## config.mk

```make
export PLATFORM = sky130hd
export DESIGN_NAME = cpu_sequencer
export DESIGN_NICKNAME = d
export VERILOG_FILES = /design/src/rtl/cpu_sequencer.sv
export SDC_FILE = /design/constraint.sdc
export NUM_CORES = 1
export LEC_CHECK = 0
export BUFFER_PORTS_ARGS = -buffer_cell sky130_fd_sc_hd__buf_2
export CORE_MARGIN = 3
export CORE_UTILIZATION = 51
export CTS_BUF_LIST = sky130_fd_sc_hd__clkbuf_16
export CTS_CLUSTER_DIAMETER = 120
export DETAILED_ROUTE_END_ITERATION = 16
export GPL_TIMING_DRIVEN = 0
export PLACE_DENSITY = 0.8
export SLEW_MARGIN = 10
export SYNTH_ARGS = -nofsm -noshare
export SYNTH_HDL_FRONTEND = slang
export SYNTH_SLANG_ARGS = --single-unit
```

## constraint.sdc

```tcl
create_clock -name clk -period 2.5 [get_ports clk]
set_input_delay 0.5 -clock clk [delete_from_list [all_inputs] [get_ports clk]]
set_output_delay 0.5 -clock clk [all_outputs]
set_load 0.005 [all_outputs]
```

## src/rtl/cpu_sequencer.sv

```systemverilog
// Multi-cycle control unit: fetches one instruction over a req/ack handshake,
// waits out decoder and execute latency, then writes back and advances the PC.
module cpu_sequencer #(
    parameter logic [31:0] RESET_PC      = 32'h0000_0000,
    parameter int          DEC_LAT       = 1,
    parameter int          EX_CYCLES     = 2,
    parameter int          FETCH_TIMEOUT = 16
) (
    input  logic        clk,
    input  logic        reset,
    input  logic        start,
    output logic        imem_req,
    output logic [31:0] imem_addr,
    input  logic        imem_ack,
    input  logic [31:0] imem_data,
    output logic [31:0] komut,
    input  logic [6:0]  opcode,
    input  logic        hata,
    input  logic        pc_load,
    input  logic [31:0] pc_target,
    output logic        we,
    output logic [31:0] pc,
    output logic        busy,
    output logic        halted,
    output logic        fault,
    output logic [1:0]  fault_code,
    output logic [31:0] retired
);

    typedef enum logic [2:0] {
        S_IDLE,
        S_FETCH,
        S_DECODE,
        S_EXEC,
        S_WB,
        S_HALT,
        S_FAULT
    } state_t;

    localparam logic [6:0] OP_ECALL  = 7'b1110011;
    localparam logic [6:0] OP_STORE  = 7'b0100011;
    localparam logic [6:0] OP_BRANCH = 7'b1100011;

    localparam logic [1:0] FC_ILLEGAL = 2'd1;
    localparam logic [1:0] FC_TIMEOUT = 2'd2;
    localparam logic [1:0] FC_MISALGN = 2'd3;

    // Each counter only needs to reach its own terminal value (N-1).
    localparam int FCW = (FETCH_TIMEOUT > 1) ? $clog2(FETCH_TIMEOUT) : 1;
    localparam logic [FCW-1:0] FT_LAST = FCW'(FETCH_TIMEOUT - 1);
    localparam logic [FCW-1:0] FC_ONE  = FCW'(1);
    localparam logic [1:0]     DL_LAST = 2'(DEC_LAT - 1);
    localparam logic [1:0]     DL_ONE  = 2'd1;
    localparam logic [3:0]     EX_LAST = 4'(EX_CYCLES - 1);
    localparam logic [3:0]     EX_ONE  = 4'd1;

    state_t          r_state;
    state_t          w_state_nxt;

    logic [31:0]     r_pc;
    logic [31:0]     r_komut;
    logic [31:0]     r_retired;
    logic [1:0]      r_fault_code;
    logic [6:0]      r_opcode;
    logic [FCW-1:0]  r_fcnt;
    logic [1:0]      r_dcnt;
    logic [3:0]      r_ecnt;

    logic            w_launch;
    logic            w_timeout;
    logic            w_illegal;
    logic            w_ecall;
    logic            w_retire;
    logic            w_misalign;
    logic            w_we;
    logic            w_ex_first;

    assign w_ex_first = (r_ecnt == '0);

    always_ff @(posedge clk or negedge reset) begin
        if (!reset) begin
            r_state <= S_IDLE;
        end else begin
            r_state <= w_state_nxt;
        end
    end

    always_comb begin
        w_state_nxt = r_state;
        w_launch    = 1'b0;
        w_timeout   = 1'b0;
        w_illegal   = 1'b0;
        w_ecall     = 1'b0;
        w_retire    = 1'b0;
        w_misalign  = 1'b0;
        w_we        = 1'b0;
        unique case (r_state)
            S_IDLE, S_HALT: begin
                if (start) begin
                    w_launch    = 1'b1;
                    w_state_nxt = S_FETCH;
                end
            end
            S_FETCH: begin
                // An ack in the expiring cycle still completes the fetch.
                if (imem_ack) begin
                    w_state_nxt = S_DECODE;
                end else if (r_fcnt == FT_LAST) begin
                    w_timeout   = 1'b1;
                    w_state_nxt = S_FAULT;
                end
            end
            S_DECODE: begin
                if (r_dcnt == DL_LAST) begin
                    w_state_nxt = S_EXEC;
                end
            end
            S_EXEC: begin
                if (w_ex_first && hata) begin
                    w_illegal   = 1'b1;
                    w_state_nxt = S_FAULT;
                end else if (w_ex_first && (opcode == OP_ECALL)) begin
                    w_ecall     = 1'b1;
                    w_state_nxt = S_HALT;
                end else if (r_ecnt == EX_LAST) begin
                    w_state_nxt = S_WB;
                end
            end
            S_WB: begin
                if (pc_load && (pc_target[1:0] != 2'b00)) begin
                    w_misalign  = 1'b1;
                    w_state_nxt = S_FAULT;
                end else begin
                    w_retire    = 1'b1;
                    w_we        = (r_opcode != OP_STORE) && (r_opcode != OP_BRANCH);
                    w_state_nxt = S_FETCH;
                end
            end
            S_FAULT: begin
                w_state_nxt = S_FAULT;
            end
            default: begin
                w_state_nxt = S_IDLE;
            end
        endcase
    end

    always_ff @(posedge clk or negedge reset) begin
        if (!reset) begin
            r_pc         <= RESET_PC;
            r_komut      <= '0;
            r_retired    <= '0;
            r_fault_code <= '0;
            r_opcode     <= '0;
            r_fcnt       <= '0;
            r_dcnt       <= '0;
            r_ecnt       <= '0;
        end else begin
            if (w_launch) begin
                r_pc      <= RESET_PC;
                r_retired <= '0;
            end

            if (r_state == S_FETCH) begin
                if (imem_ack) begin
                    r_komut <= imem_data;
                end
                r_fcnt <= (w_state_nxt == S_FETCH) ? r_fcnt + FC_ONE : '0;
            end

            if (r_state == S_DECODE) begin
                r_dcnt <= (w_state_nxt == S_DECODE) ? r_dcnt + DL_ONE : '0;
            end

            // Opcode is latched on the first execute cycle so WB does not
            // depend on the decoder output staying valid.
            if (r_state == S_EXEC) begin
                if (w_ex_first) begin
                    r_opcode <= opcode;
                end
                r_ecnt <= (w_state_nxt == S_EXEC) ? r_ecnt + EX_ONE : '0;
            end

            if (w_ecall || w_retire) begin
                r_retired <= r_retired + 32'd1;
            end

            if (w_retire) begin
                r_pc <= pc_load ? pc_target : r_pc + 32'd4;
            end

            if (w_illegal) begin
                r_fault_code <= FC_ILLEGAL;
            end else if (w_timeout) begin
                r_fault_code <= FC_TIMEOUT;
            end else if (w_misalign) begin
                r_fault_code <= FC_MISALGN;
            end
        end
    end

    assign imem_req   = (r_state == S_FETCH);
    assign imem_addr  = r_pc;
    assign komut      = r_komut;
    assign we         = w_we;
    assign pc         = r_pc;
    assign busy       = (r_state == S_FETCH) || (r_state == S_DECODE) ||
                        (r_state == S_EXEC)  || (r_state == S_WB);
    assign halted     = (r_state == S_HALT);
    assign fault      = (r_state == S_FAULT);
    assign fault_code = r_fault_code;
    assign retired    = r_retired;

endmodule

```

# --- Word-level counts from Yosys, hierarchy flattened ---
# Index checks and enable logic that the tools add are counted.
# Widths: inputs -> output; s select.
classes:
  n_addsub: 5
  n_eq_ne: 14
  mux: 35
  reduce_logical: 18
op_table:
  columns: ["cell", "count"]
  rows:
  - ["$mux 32", 4]
  - ["$add 32x1->32 const B", 1]
  - ["$add 32x3->32 const B", 1]
  - ["$mux 3", 8]
  - ["$pmux 3 s6", 1]
  - ["$mux 1", 16]
  - ["$eq 3x2->1 const B", 4]
  - ["$eq 3x3->1 const B", 3]
  - ["$add 4x1->4 const B", 2]
  - ["$mux 2", 4]
  - ["$mux 4", 2]
  - ["$eq 7x7->1 const B", 1]
  - ["$ne 7x6->1 const B", 1]
  - ["$ne 7x7->1 const B", 1]
  - ["$eq 3x1->1 const B", 2]
  - ["$reduce_bool 2->1", 3]
  - ["$eq 4x1->1 const B", 1]
  - ["$eq 4x4->1 const B", 1]
  - ["$logic_and 1x1->1", 4]
  - ["$logic_not 4->1", 1]
  - ["$logic_or 1x1->1", 4]
  - ["$reduce_and 2->1", 2]
  - ["$logic_not 3->1", 1]
  - ["$reduce_bool 3->1", 1]
  - ["other kinds (3)", 3]
totals:
  regBits: 118
  output_inout_bits: 135

# --- Logic depth before layout (Yosys ltp) ---
# Gate-level depths: netlist (run 1).
depth:
  word_depth: 7
  ltp_mapped: 8
  ltp_nobuf: 7

# --- Least setup slack after synthesis (run 1) ---
# No wires, ideal clock.
synth_timing:
  path_type: "register to register"
  start: "register r_ecnt[0]"
  end: "register r_retired[29], in the netlist retired[29]"
  setup_ns: 0.079
  arrival_ns: 1.826
  t_required_ns: 2.421
  path_slack_ns: 0.595
  stages_incl_launch_ff: 9
  n_path_buf: 1
  path_cell_list: "dfrtp_1 > inv_1 > ha_1 > and4_1 > and4_2 > nor2_1 > buf_6 > nor4_1 > mux2i_1"
synth_between:
  elab_chain_cells: 7
  word_cells_on_any_way: 9
  cone_classes: "4 x mux; 5 x reduce/logical"
synth_lines:
  columns: ["element", "line_no", "rtl"]
  rows:
  - ["from (decl)", "67", "logic [3:0] r_ecnt;"]
  - ["from (signal assigned)", "181", "r_ecnt <= (w_state_nxt == S_EXEC) ? r_ecnt + EX_ONE : '0;"]
  - ["$logic_not 4->1 *", "78", "assign w_ex_first = (r_ecnt == '0);"]
  - ["$logic_and 1x1->1", "122", "end else if (w_ex_first && (opcode == OP_ECALL)) begin"]
  - ["$mux 1", "122", null]
  - ["$mux 1 *", "119", "if (w_ex_first && hata) begin"]
  - ["$mux 1 *", "97", "unique case (r_state)"]
  - ["$logic_or 1x1->1 *", "184", "if (w_ecall || w_retire) begin"]
  - ["$mux 32 or $reduce_bool 2->1 (tied branches)", null, null]
  - ["to (signal assigned)", "185", "r_retired <= r_retired + 32'd1;"]
  - ["to (decl)", "62", "logic [31:0] r_retired;"]
# Mark *: on every way between the ends. The rest lies on a longest branch, timed or not.
# A chain may end at the register's enable or synchronous reset.

# --- Worst setup path in the final report (run 1) ---
layout_timing:
  start: "register r_state[1]"
  end: "output we"
layout_between:
  elab_chain_cells: 2
layout_lines:
  columns: ["element", "line_no", "rtl"]
  rows:
  - ["from (decl)", "57", "state_t r_state;"]
  - ["from (signal assigned)", "84", "r_state <= w_state_nxt;"]
  - ["$eq 3x3->1", "97", null]
  - ["$mux 1", "97", null]
  - ["to (decl)", "21", "output logic we,"]
# Every way passes these cells.

==> out/metrics.cfg, run 1 <==
[layout]
finalNetCount = 949
syn_to_final_growth_pct = 30.6
fillCellCount = 885
n_antenna_cell = 0
drive_above_1_share_pct = 39.4
fin_cells = 1021
final_util_pct = 70.0

[global_routing]
grt-ovfl-total = 0
antenna_found_initial = 0
grt_max_degree = 77
grt_pass1_vias = 6053
grt_first_pass_wirelength_mm = 29.3
grtUsageTotal_pct = 27.4

[route]
vias_per_cell = 5.99
avgRoutedWirePerCell_um = 18.3
drtAntennaViolNets = 0
dr.pass1.iters = 5
post-route-drc-count = 0
wl_mm = 18.7
vias = 6119
drt_iter0_markers = 556

[critical_path]
crit_path_start = r_state[1]
start_kind = flop
path_buf_inv = 3
critPathKind = reg2out
slowest_delay_ns = 0.35
crit_chain = buf_4, nor3b_4, nand2_2, clkbuf_4, a31oi_2, buf_2
critPathCaptureType = output pin
required_ns = 2.00
cp_top_family = buffers and inverters
reg2reg_depth = 8
crit_arrival_ns = 1.88
r2r-end = retired[20]
r2r_setup_slack_ns = 0.22
critPathSlowestCell = dfrtp_1
worstReg2RegStart = r_ecnt[0]
crit_path_max_fanout = 10

[power_and_ir_drop]
internal_power_uw = 5480
power_uw = 8180
p_sw_share_pct = 33.0
pwr-share-clk_pct = 30.4
power_density_nw_per_um2 = 997
power_switching_uw = 2700
comb_power_share_pct = 33.4
p_leak_uw = 0.00409
vdd_drop_max_mv = 0.938
power_frac_seq_pct = 36.2

[timing]
setup_viol = 0
holdWs_ns = 0.0104
tightest_slew_ns = 0.651
slew_viol_final = 0
fin_worst_skew_ns = 0.00692
relSlewSlack_pct = 56.3
period_share_pct = 95.2
hold_viol_final = 0
min_period_ns = 2.38
rsz0062_at_grt = false
fmax_mhz = 420
setup_tns_ns = 0

[placed_design]
dp_cells = 987
place_congestion = 0.903
portBuffers = 211
place_hpwl_mm = 13.4

[logic_synthesis]
syn-num-nets = 716
yosysWarningCount = 0
synthCells = 632
synth_seq_cells = 117
synth_edf_count = 0
ys.flop_type = dfrtp_1
synth_area_per_cell_um2 = 9.94
yosys.area.top_type_share_pct = 46.6
synthTopCellsByArea = dfrtp_1, mux2_2, o21ai_0
synthArstFlopShare_pct = 100
yosysSeqAreaShare_pct = 46.6
synth.distinct_cells = 61
netlist_area_um2 = 6280
yosys.area.top_type = dfrtp_1

[floorplan]
core-area_um2 = 11700
die_y_um = 117
die_x_um = 117
ios = 212
die_area_um2 = 13700
num_rows = 39
start_util_pct = 53.6

[status]
status = finished, final reports clean

[cts]
cts_root_buf = clkbuf_16
cts_tree = yes
clock_path_buffers = 2
cts_inserted_buffers = 17
cts.sinks = 117
clk_latency_ns = 0.41
htreeDepth = 4
path_clk_slew_ns = 0.05

[job]
maxCapViolCount = 0

[min_path]
min_path_type = in2async

logic make-up after synthesis:
group           Yosys count  synth area share [%]
compound gates          154                  15.8
xor+xnor                  6                 0.836
fa+ha+maj                 7                  1.39
buf+inv                  80                  7.27
flops                   117                  46.6
mux                      55                  9.52
simple gates            213                  18.6
power by group through the flow:
stage	clock (µW)	combinational [µW]	sequential, µW
2_1_floorplan	0	1600	2900
3_5_place_dp	0	2680	2960
5_1_grt	2610	3020	3040
6_report	2490	2730	2960
3_3_place_gp	0	2570	2910
4_1_cts	2510	2740	2950
Yosys cell counts, types with 7 or more instances:
cell type    n
clkbuf_1    13
ha_1         7
a31oi_1      8
nand4_1     17
a22oi_1     13
nand2_1     58
o31ai_1      8
mux2i_1     17
o21ai_0     54
nor4_1      12
inv_1       22
mux2_2      38
nand3_1     22
buf_4       35
and3_1      12
buf_2        8
dfrtp_1    117
nor3_1      15
a21oi_1     25
nor2_1      27
per-stage QoR:
stage | worst slack [ns] | area, µm²
detailed placement | -0.114 | 7550
CTS | 0.0328 | 8170
global route | 0.0217 | 8200
finish | 0.121 | 8200
floorplan | 0.595 | 6280
global placement | -0.465 | 7520
final cells by class:
| class | count | area (µm²) | share of cell area, % |
|---|---|---|---|
| multi-input cells | 435 | 2930 | 35.8 |
| flip-flops and latches | 117 | 2930 | 35.7 |
| repair buffers | 214 | 1100 | 13.5 |
| clock buffers | 17 | 425 | 5.19 |
| plain buffers | 58 | 378 | 4.61 |
| well taps | 143 | 179 | 2.18 |
| clock inverters | 15 | 171 | 2.09 |
| inverters | 22 | 82.6 | 1.01 |
worst max-delay path by stage:
stage | to | slack [ns] | cells past startpoint
floorplan | retired[29] | 0.59 | 8
global placement | komut[11] | -0.46 | 1
detailed placement | we | -0.11 | 6
CTS | we | 0.03 | 6
global route | we | 0.02 | 6
finish | we | 0.12 | 6
sequential cells by signal, indices dropped and copies added, names as in the netlist:
name and count:
imem_addr 32, komut 32, retired 32, r_opcode 6
r_ecnt 4, r_fcnt 4, r_state 3, fault_code 2
r_dcnt 2
per-layer routing:
layer  wire length [µm]  up-vias  global-route usage (%)
met4                416        0                    11.9
met5                  0        -                       0
li1                   -     2782                       -
met2               9280      359                    47.3
met3               1840       44                    8.28
met1               7130     2934                    31.4
placed cells by master (no fill, tap or decap), drive strengths merged, types with 5 or more instances in the layout:
master,n
o2bb2ai,6
buf,259
o21ai,54
xnor2,5
nand2,58
clkbuf,30
mux2,38
nor3b,6
a21oi,25
a22oi,13
mux2i,17
o31ai,8
and2,7
nor3,15
nor2,28
o211ai,6
nor4,13
or3,6
a31oi,8
nand3,24
and3,12
nand4,18
and4,7
inv,25
ha,7
dfrtp,117
a221o,6
clkinv,8
repair_timing:
action / 4_1_cts / 5_1_grt
hold buffers: 0 / 0
pin swaps: 0 / 1
setup buffers: 0 / 2
resized for setup: 5 / 5
endpoints found under the setup margin: 1 / 13
hold endpoints to repair: 0 / 0
Power figures use the tool's default switching activity.
==> inputs of run 2 (changes only) <==
--- a/config.mk
+++ b/config.mk
@@ -6,12 +6,13 @@
 export NUM_CORES = 1
 export LEC_CHECK = 0
 export BUFFER_PORTS_ARGS = -buffer_cell sky130_fd_sc_hd__buf_2
+export CAP_MARGIN = 0
 export CORE_MARGIN = 3
 export CORE_UTILIZATION = 51
 export CTS_BUF_LIST = sky130_fd_sc_hd__clkbuf_16
 export CTS_CLUSTER_DIAMETER = 120
 export DETAILED_ROUTE_END_ITERATION = 16
-export GPL_TIMING_DRIVEN = 0
+export GPL_TIMING_DRIVEN = 1
 export PLACE_DENSITY = 0.8
 export SLEW_MARGIN = 10
 export SYNTH_ARGS = -nofsm -noshare
==> constraint.sdc (replaced) <==
create_clock -name clk -period 2.5 [get_ports clk]
set_input_delay 0.125 -clock clk [delete_from_list [all_inputs] [get_ports clk]]
set_output_delay 0.125 -clock clk [all_outputs]
set_load 0.005 [all_outputs]
==> out/metrics.cfg, run 2 (synthesis gave the netlist of run 1 again) <==
[placed_design]
place_hpwl_mm = 12.6
place_congestion = 0.889
portBuffers = 211

[floorplan]
die_area_um2 = 13700
die_x_um = 117
num_rows = 39
core-area_um2 = 11700
ios = 212
start_util_pct = 53.6
die_y_um = 117

[critical_path]
start_kind = flop
crit_chain = nor3b_2, nand2_1, a31oi_1, buf_2
critPathKind = reg2out
slowest_delay_ns = 0.59
critPathSlowestCell = dfrtp_1
crit_arrival_ns = 2.23
crit_path_max_fanout = 13
cp_top_family = simple AND/OR/NAND/NOR gates
critPathCaptureType = output pin
path_buf_inv = 1
required_ns = 2.38

[cts]
path_clk_slew_ns = 0.05
cts_root_buf = clkbuf_16
cts_tree = yes
cts_inserted_buffers = 17
postCtsSetupRepairBufs = 0
clock_path_buffers = 2
cts.sinks = 117
clk_latency_ns = 0.41
htreeDepth = 4

[min_path]
min_path_type = in2reg

[route]
post-route-drc-count = 0
vias = 6058
avgRoutedWirePerCell_um = 18.4
vias_per_cell = 5.90
dr.pass1.iters = 5
drt_iter0_markers = 659
drtAntennaViolNets = 0
wl_mm = 18.9

[layout]
syn_to_final_growth_pct = 32.3
final_cell_mix = buf_2, dfrtp_1, nand2_1
n_antenna_cell = 0
finalNetCount = 957
mostFrequentLayoutCell = buf_2
drive_above_1_share_pct = 34.3
fillCellCount = 838

[global_routing]
grtUsageTotal_pct = 28.0
grt_pass1_vias = 6044
antenna_found_initial = 0
grt-ovfl-total = 0
grt_first_pass_wirelength_mm = 29.8
grt_max_degree = 60

[timing]
period_share_pct = 94.3
slew_viol_final = 0
relSlewSlack_pct = 48.7
fmax_mhz = 424
setup_viol = 0
tightest_slew_ns = 0.761
holdWs_ns = 0.0130
hold_viol_final = 0
fin_worst_skew_ns = 0.00913
setup_tns_ns = 0
min_period_ns = 2.36
rsz0062_at_grt = false

[power_and_ir_drop]
power_uw = 7550
vdd_drop_max_mv = 0.715
p_leak_uw = 0.00407
power_density_nw_per_um2 = 909

[job]
maxCapViolCount = 0

[status]
status = finished, final reports clean

[run 2: cell types whose count changed in the layout (fill, tap and decap cells not counted), sizes merged]
cell,previous run,this run
clkinvlp,0,1
inv,25,28
clkinv,8,6
clkbuf,30,17
bufinv,4,0
buf,259,227
dlygate4sd3,0,53
[run 2: path summary, 6_finish.rpt]
kind | depth (start not counted) | start | slack [ns] | endpoint
worst max-delay path | 4 | r_state[2] | 0.14 | we
worst min-delay path | 3 | pc_target[6] | 0.01 | imem_addr[6]
worst max register to register | 6 | imem_addr[2] | 0.21 | imem_addr[22]
worst min register to register | 1 | retired[31] | 0.48 | retired[31]
max in group asynchronous | 3 | reset | 1.52 | r_state[2]
min in group asynchronous | 2 | reset | 0.22 | imem_addr[3]
[run 2: area by class of cell]
type                    instances  area, µm²  share of cell area [%]
multi-input cells             435       2920                    35.1
clock inverters                13       57.6                   0.693
inverters                      22       82.6                   0.994
repair buffers                280       1720                    20.7
well taps                     143        179                    2.15
clock buffers                  17        425                    5.12
flip-flops and latches        117       2930                    35.2
[run 2: what timing repair did]
item / in CTS / in global routing
endpoints found under the setup margin: 0 / 2
resized for setup: 0 / 1
hold buffers: 53 / 0
hold endpoints to repair: 83 / 0
[run 2: worst min-delay path, cell delays in order]
cell and delay, ns:
buf_2 0.08, a21oi_1 0.05, o21ai_0 0.13
[run 2: power by group]
group | switching, µW | internal, µW | leakage (µW)
Combinational | 1230 | 1260 | 0.00228
Sequential | 576 | 2460 | 0.00153
Clock | 808 | 1210 | 0.000260
Total | 2620 | 4930 | 0.00407
[run 2: through the flow]
step / instances / utilization, % / setup slack [ns] / cell area, µm²
floorplan: 632 / - / 0.595 / 6280
global placement: 944 / 62.2 / 0.271 / 7280
detailed placement: 944 / 62.2 / 0.112 / 7280
CTS: 1027 / 70.9 / 0.0834 / 8300
global route: 1027 / 71.0 / 0.0543 / 8310
finish: 1027 / 71.0 / 0.143 / 8310
[run 2: per-layer routing]
metal / global-route usage [%] / share of wire [%] / vias up
li1: - / - / 2774
met1: 32.9 / 39 / 2916
met2: 49.7 / 51 / 323
met3: 6.68 / 7.7 / 45
met4: 10.6 / 2.1 / 0
met5: 0 / 0 / -
==> inputs of run 3 (changes only) <==
--- a/config.mk
+++ b/config.mk
@@ -5,7 +5,7 @@
 export SDC_FILE = /design/constraint.sdc
 export NUM_CORES = 1
 export LEC_CHECK = 0
-export BUFFER_PORTS_ARGS = -buffer_cell sky130_fd_sc_hd__buf_2
+export BUFFER_PORTS_ARGS = -buffer_cell sky130_fd_sc_hd__clkbuf_2
 export CAP_MARGIN = 0
 export CORE_MARGIN = 3
 export CORE_UTILIZATION = 51
@@ -14,6 +14,7 @@
 export DETAILED_ROUTE_END_ITERATION = 16
 export GPL_TIMING_DRIVEN = 1
 export PLACE_DENSITY = 0.8
+export RECOVER_POWER = 50
 export SLEW_MARGIN = 10
 export SYNTH_ARGS = -nofsm -noshare
 export SYNTH_HDL_FRONTEND = slang
==> out/metrics.cfg, run 3 (synthesis gave the netlist of run 1 again) <==
[min_path]
min_path_type = in2reg
worstHoldStart = opcode[2]
worstHoldPathCells = 2

[job]
maxCapViolCount = 1

[critical_path]
crit_chain = nor3b_2, nand2_1, a31oi_1, clkbuf_2
critPathCaptureType = output pin
start_kind = flop
slowest_delay_ns = 0.49
reg2reg_depth = 8
critPathKind = reg2out
cp_top_family = simple AND/OR/NAND/NOR gates
critPathSlowestCell = dfrtp_2
path_depth = 4
crit_path_max_fanout = 13
crit_path_start = r_state[2]
required_ns = 2.38
path_buf_inv = 1
crit_arrival_ns = 2.09
worstReg2RegStart = r_ecnt[0]

[route]
avgRoutedWirePerCell_um = 18.2
drtAntennaViolNets = 0
vias_per_cell = 5.82
vias = 5980
dr.pass1.iters = 5
post-route-drc-count = 0
wl_mm = 18.7
drt_iter0_markers = 483

[floorplan]
core-area_um2 = 11700
ios = 212
die_y_um = 117
num_rows = 39
start_util_pct = 53.6
die_x_um = 117
die_area_um2 = 13700

[cts]
cts.sinks = 117
cts_tree = yes
htreeDepth = 4
clk_latency_ns = 0.41
cts_inserted_buffers = 17
postCtsSetupRepairBufs = 0
clock_path_buffers = 2
cts_root_buf = clkbuf_16
path_clk_slew_ns = 0.05

[power_and_ir_drop]
power_density_nw_per_um2 = 935
power_uw = 7750
vdd_drop_max_mv = 0.738
p_leak_uw = 0.00384

[layout]
mostFrequentLayoutCell = clkbuf_2
fillCellCount = 871
syn_to_final_growth_pct = 31.9
finalNetCount = 956
n_antenna_cell = 0
drive_above_1_share_pct = 29.3
multi_input_area_um2 = 2900
final_cell_mix = clkbuf_2, dfrtp_1, nand2_1
regArea_um2 = 2930

[timing]
setup_viol = 0
setup_tns_ns = 0
period_share_pct = 88.6
relSlewSlack_pct = -0.337
tightest_slew_ns = 1.51
fmax_mhz = 452
hold_viol_final = 0
min_period_ns = 2.21
fin_worst_skew_ns = 0.00798
slew_viol_final = 24
rsz0062_at_grt = false

[global_routing]
grtUsageTotal_pct = 28.1
grt-ovfl-total = 0
antenna_found_initial = 0
grt_max_degree = 66
grt_pass1_vias = 6011
grt_first_pass_wirelength_mm = 30.0

[placed_design]
portBuffers = 211
place_congestion = 0.863
place_hpwl_mm = 12.8

[status]
violations = max-capacitance violations, max-slew violations
status = finished, violations left

## run 3: cell count changes in the layout (fill, tap and decap cells not counted), sizes merged
cell,delta
buf,-209
bufinv,+2
clkbuf,+210
clkinv,+2
clkinvlp,+1
dlygate4sd3,-2
inv,-3
## run 3: final timing paths
check                                endpoint  slack [ns]
worst max-delay path                       we        0.29
worst min-delay path              r_opcode[2]        0.02
worst max register to register     retired[9]        0.30
worst min register to register  fault_code[0]        0.49
max in group asynchronous       imem_addr[17]        0.72
min in group asynchronous          retired[7]        0.63
## run 3: timing repair
item	CTS	global route
endpoints found under the setup margin	0	1
resized for setup	0	1
hold buffers	51	0
hold endpoints to repair	73	0
## run 3: cell type report
| type | count | share of cell area [%] |
|---|---|---|
| clock inverter | 15 | 1.49 |
| multi-input combinational | 435 | 35.0 |
| sequential | 117 | 35.3 |
| inverter | 22 | 0.997 |
| tap | 143 | 2.16 |
| clock buffer | 17 | 5.13 |
| timing repair buffer | 279 | 19.8 |
## run 3: where the power goes
group	leakage [µW]	switching (µW)	internal, µW	total, µW
Combinational	0.00204	1240	1180	2430
Sequential	0.00153	590	2460	3050
Clock	0.000281	837	1430	2270
Total	0.00384	2670	5080	7750
## run 3: per-stage QoR
stage / util [%] / instance area, µm² / instances / worst slack [ns] / hold slack (ns)
after floorplan: - / 6280 / 632 / 0.595 / -0.171
after global placement: 62.3 / 7290 / 945 / 0.457 / 0.0599
after detailed placement: 62.3 / 7290 / 945 / 0.366 / 0.0608
after CTS: 71.3 / 8350 / 1028 / 0.145 / 0.00475
after global routing: 70.8 / 8290 / 1028 / 0.129 / 0.00824
final: 70.8 / 8290 / 1028 / 0.286 / 0.0167
## run 3: per-layer routing
| layer | global-route usage (%) | vias to the layer above | wire length [µm] |
|---|---|---|---|
| li1 | - | 2783 | - |
| met1 | 33.9 | 2881 | 7540 |
| met2 | 47.6 | 286 | 9390 |
| met3 | 7.76 | 30 | 1450 |
| met4 | 11.5 | 0 | 374 |
| met5 | 0 | - | 0 |
